[src/rtl/rv32_register_file_if.sv]
// Register file access bus: write-back request in, two combinational read ports out.
interface rv32_register_file_if #(
    parameter int unsigned XLEN = 32
);
    logic            reg_wr_en;
    logic [31:0]     instruction;
    logic [XLEN-1:0] wr_data;
    logic [XLEN-1:0] rd_data1;
    logic [XLEN-1:0] rd_data2;

    // Datapath side: supplies the instruction word and write-back data.
    modport master (
        output reg_wr_en,
        output instruction,
        output wr_data,
        input  rd_data1,
        input  rd_data2
    );

    // Register file side.
    modport slave (
        input  reg_wr_en,
        input  instruction,
        input  wr_data,
        output rd_data1,
        output rd_data2
    );
endinterface

[src/rtl/rv32_register_file.sv]
// RV32I integer register file: rs1/rs2/rd decoded from the raw instruction,
// two zero-latency read ports, one synchronous write port, x0 hardwired to 0.
module rv32_register_file #(
    parameter int unsigned XLEN     = 32,
    parameter int unsigned NUM_REGS = 32
) (
    input  logic                 clk,
    input  logic                 rst,
    rv32_register_file_if.slave  bus
);
    localparam int unsigned IDX_W = 5;

    logic [IDX_W-1:0] rs1;
    logic [IDX_W-1:0] rs2;
    logic [IDX_W-1:0] rd;
    logic             unused_instr_bits;

    logic [XLEN-1:0] regs_q [NUM_REGS];
    logic [XLEN-1:0] regs_d [NUM_REGS];

    // Register index decode; fixed fields regardless of opcode.
    always_comb begin
        rs1 = bus.instruction[19:15];
        rs2 = bus.instruction[24:20];
        rd  = bus.instruction[11:7];
    end

    assign unused_instr_bits = ^{bus.instruction[31:25], bus.instruction[14:12],
                                 bus.instruction[6:0]};

    // Next register contents: single write port, writes to x0 discarded.
    always_comb begin
        regs_d = regs_q;
        if (bus.reg_wr_en && (rd != '0)) begin
            regs_d[rd] = bus.wr_data;
        end
    end

    // Register storage; reset clears everything and overrides a same-cycle write.
    always_ff @(posedge clk) begin
        if (rst) begin
            for (int unsigned i = 0; i < NUM_REGS; i++) begin
                regs_q[i] <= '0;
            end
        end else begin
            regs_q <= regs_d;
        end
    end

    // Combinational read ports without write bypass; index 0 always reads zero.
    always_comb begin
        bus.rd_data1 = (rs1 == '0) ? '0 : regs_q[rs1];
        bus.rd_data2 = (rs2 == '0) ? '0 : regs_q[rs2];
    end
endmodule

[src/flat_wrapper.sv]
// flat-port wrapper written by rule: the top's interface ports become plain ports
module rv32_register_file_flat 
#(
    parameter int unsigned XLEN     = 32,
    parameter int unsigned NUM_REGS = 32
)
  (clk, rst, bus_reg_wr_en, bus_instruction, bus_wr_data, bus_rd_data1, bus_rd_data2);
  rv32_register_file_if #(.XLEN(XLEN)) bus_i ();
  input  logic clk;
  input  logic rst;
  input wire logic [$bits(bus_i.reg_wr_en)-1:0] bus_reg_wr_en;
  input wire logic [$bits(bus_i.instruction)-1:0] bus_instruction;
  input wire logic [$bits(bus_i.wr_data)-1:0] bus_wr_data;
  output wire logic [$bits(bus_i.rd_data1)-1:0] bus_rd_data1;
  output wire logic [$bits(bus_i.rd_data2)-1:0] bus_rd_data2;
  assign bus_i.reg_wr_en = bus_reg_wr_en;
  assign bus_i.instruction = bus_instruction;
  assign bus_i.wr_data = bus_wr_data;
  assign bus_rd_data1 = bus_i.rd_data1;
  assign bus_rd_data2 = bus_i.rd_data2;
  rv32_register_file #(.XLEN(XLEN), .NUM_REGS(NUM_REGS)) u_core (.clk(clk), .rst(rst), .bus(bus_i));
endmodule
[config.mk]
export PLATFORM = sky130hd
export DESIGN_NAME = rv32_register_file_flat
export DESIGN_NICKNAME = d
export VERILOG_FILES = /design/src/rtl/rv32_register_file_if.sv /design/src/rtl/rv32_register_file.sv /design/src/flat_wrapper.sv
export SDC_FILE = /design/constraint.sdc
export NUM_CORES = 2
export LEC_CHECK = 0
export ABC_CLOCK_PERIOD_IN_PS = 2800
export CORE_AREA = 4 4 594 302
export CTS_CLUSTER_DIAMETER = 50
export DETAILED_ROUTE_END_ITERATION = 12
export DIE_AREA = 0 0 598 306
export REMOVE_ABC_BUFFERS = 1
export SYNTH_ARGS = -nofsm -noshare
export SYNTH_HDL_FRONTEND = slang
export SYNTH_SLANG_ARGS = --single-unit
[constraint.sdc]
create_clock -name clk -period 2.8 [get_ports clk]
set_clock_uncertainty 0.1 [all_clocks]
set_input_delay 0.56 -clock clk [delete_from_list [all_inputs] [get_ports clk]]
set_output_delay 0.56 -clock clk [all_outputs]
set_load 0.005 [all_outputs]
==> results.tsv <==
stage	metric	value	unit
status	status	finished with violations	
status	violated checks	setup timing	
clocking	cts hold-fix bufs	0	
floorplanning	# rows	109	
grt	total global-route track usage	27.1	%
synthesis	Post-synth EDFFs	0	
finish	Core Util, Final	39.3	%
worst_setup_path	Crit. End Element	primary output	
clocking	H-tree depth	3	
grt	maximum number of pins on one net before global-route repair	135	
synthesis	Yosys cell types	40	
sta	setup TNS	-10.84	ns
floorplanning	die area	183000	um^2
finish	final cell count without fillers	8652	
worst_setup_path	crit path cell chain	buf_16 -> buf_16 -> buf_8 -> buf_16 -> buf_6 -> mux4_2 -> a22oi_2 -> a311oi_2 -> buf_2	
finish	largest reg by FF count	u_core.regs_q	
placement	Place WS	-1.25	ns
power	Pwr per Cell Area	475	nW/um^2
drt	Via density	6.04	
clocking	clk root buf	clkbuf_16	
drt	Detailed Routing Iterations Pass 1	7	
sta	fin crit share	112	%
clocking	CTS clk-pin slew, worst paths	0.07	ns
clocking	Clock Path Buffers	3	
hold_path	worst min path class	in2reg	
grt	first-pass GRT wire length	361	mm
drt	via count	52200	
placement	Routability Congestion	1.01	
synthesis	largest area contributor in the netlist	dfxtp_1	
floorplanning	# IOs	131	
power	Pleak	23.0	nW
synthesis	#FFs+latches synth	1024	
grt	antenna violations before repair	9	
synthesis	dominant synthesized flop cell	dfxtp_1	
sta	Fin. Hold Viols	0	
finish	post-route cell area	68700	um^2
synthesis	Avg Inst Size Synth	8.88	um^2
worst_setup_path	Setup crit start kind	input port	
synthesis	mapped cell area	52000	um^2
drt	Initial DRC Count	9268	
drt	routed length on met1	100	mm
clocking	TritonCTS clock tree	done	
sta	RSZ-0062 raised after global routing	yes	
grt	number of global-route vias before repair	48300	
finish	fraction of layout cells with a size suffix above 1	32.9	%
synthesis	ys async rst share	0	%
sta	actual slew at the worst max-slew pin	0.722	ns
sta	max frequency	318	MHz
drt	ANT nets after route	0	
finish	largest registers	u_core.regs_q: 1024 flops	
finish	most common cell after layout, fill and taps aside	nand2_1	
synthesis	Yosys top cell area share	39.4	%
placement	placed insts	8304	
worst_setup_path	crit path max fanout	8	
synthesis	register area share after synthesis	39.4	%
worst_setup_path	Worst path most repeated cell	buf_16	
worst_setup_path	WP data required	2.14	ns
job	max-cap violations	0	
synthesis	top area cells in the synthesized netlist	dfxtp_1 39%, mux4_2 19%, nand2_1 15%, a21oi_1 9.6%, clkbuf_1 2.6%	
floorplanning	Die Wd	598	um
power	Max rail drop VDD	0.000503	V
finish	commonest cells after routing, fill and taps aside	2020 x nand2_1, 992 x a21oi_1, 886 x dfxtp_1, 463 x buf_4, 448 x mux4_2	
worst_setup_path	crit-path max cell delay	0.50	ns
sta	Relative slew margins	51.9	%
sta	max-slew violation count	0	
grt	grt total ovfl	0	
worst_setup_path	Setup Crit Path Kind	in2out	
drt	DRC viols	0	
floorplanning	die height	306	um
drt	routed wl met3	52.4	mm
worst_setup_path	Worst path slowest cell	a311oi_2	
sta	setup slack after layout	-0.349	ns
placement	cell area after placement	60000	um^2
sta	# setup viols final	64	
finish	Final Net Count	6312	
drt	Detail Route met2 WL	97.0	mm
synthesis	synth warn	0	
floorplanning	core area	175000	um^2
sta	final worst path period need	3.15	ns
drt	DR top layer	met5	
drt	Post-Route WL	260	mm
synthesis	Synth Instances	5851	
drt	wire length per cell	30.0	um
worst_setup_path	Worst Path Arrival	2.49	ns
finish	Layout area overhead	32.2	%
placement	dpl hpwl	164	mm
clocking	Skew-Pair Late Insertion Delay	0.71	ns
floorplanning	Starting Density	29.7	%
placement	Port-buffer cells	113	
clocking	CTS Sinks	1024	
clocking	CTS buffer count	87	
finish	Largest register FFs	1024	
==> stage by stage <==
step | total power [W] | hold WS (ns)
after floorplan | 0.0159 | 0.337
final | 0.0326 | 0.157
after global routing | 0.0333 | 0.132
after CTS | 0.0322 | 0.114
after detailed placement | 0.0186 | 0.358
after global placement | 0.0186 | 0.349
==> synth_stat cells (2+ instances only) <==
master and count:
o21ai_1 86, or2_1 2, inv_2 2, a211oi_1 64, nand3b_1 5, a21oi_1 992
clkbuf_1 359, and3_1 2, o21ai_0 24, clkbuf_4 2, nor2_2 14, a22oi_1 64
mux2i_1 128, nor3b_1 4, nand2_1 2051, or3b_2 3, nand2b_1 2, buf_6 35
o2111ai_1 18, nor2_1 14, nor2b_1 99, buf_4 47, or4_4 2, nor2_4 6
buf_12 2, buf_2 156, mux4_2 448, and2_1 5, a221oi_1 45, mux2_2 64
buf_8 2, a311oi_1 64, nand3_1 2, dfxtp_1 1024, and3b_1 5, buf_1 5
==> cell type report <==
type | instances | area, um^2
Clock buffer | 124 | 2540
Antenna cell | 9 | 22.5
Timing Repair Buffer | 913 | 10700
Clock inverter | 32 | 397
Fill cell | 16800 | 106000
Multi-Input combinational cell | 4217 | 31400
Inverter | 2 | 10.0
Sequential cell | 1024 | 20700
Tap cell | 2331 | 2920
==> per-layer routing <==
metal / track usage [%] / up-vias
met1: 37.5 / 25500
met3: 15.5 / 714
met5: 0.256 / -
met2: 34.3 / 4715
met4: 9.22 / 9
li1: - / 21300
==> final timing paths <==
check	startpoint	end	slack, ns	cells after the start
max	bus_instruction[21]	bus_rd_data2[25]	-0.35	9
min	rst	u_core.regs_q[261]	0.16	2
max reg2reg	u_core.regs_q[237]	u_core.regs_q[237]	1.92	2
min reg2reg	u_core.regs_q[651]	u_core.regs_q[651]	0.36	2
==> cells by family (layout without fill, tap and decap cells) <==
kind of cell	Yosys count	count (layout)	share of synthesized area [%]
other	0	9	0
buffers and inverters	610	1071	5.75
multiplexers	640	640	23.3
AO/OA/AOI/OAI	1358	1358	14.6
AND/OR/NAND/NOR	2219	2219	16.9
flip-flops	1024	1024	39.4
==> where the power goes <==
| part | switching (W) | internal, W |
|---|---|---|
| registers | 0.0000898 | 0.0147 |
| logic | 0.00267 | 0.00189 |
| clock network | 0.00624 | 0.00708 |
| total | 0.00900 | 0.0236 |
==> worst max-delay path: cells and delay by family <==
family / cells / cell delay [ns]
buffers and inverters: 6 / 0.93
muxes: 1 / 0.35
AOI/OAI and AO/OA: 2 / 0.60
==> repair_timing <==
action / in CTS / in global routing
gates resized for setup: 927 / 250
pin swaps: 147 / 116
endpoints found under the setup margin: 64 / 64
buffers inserted: 140 / 75
cloned: 28 / 5
No activity file was read; power rests on OpenSTA's default activity.
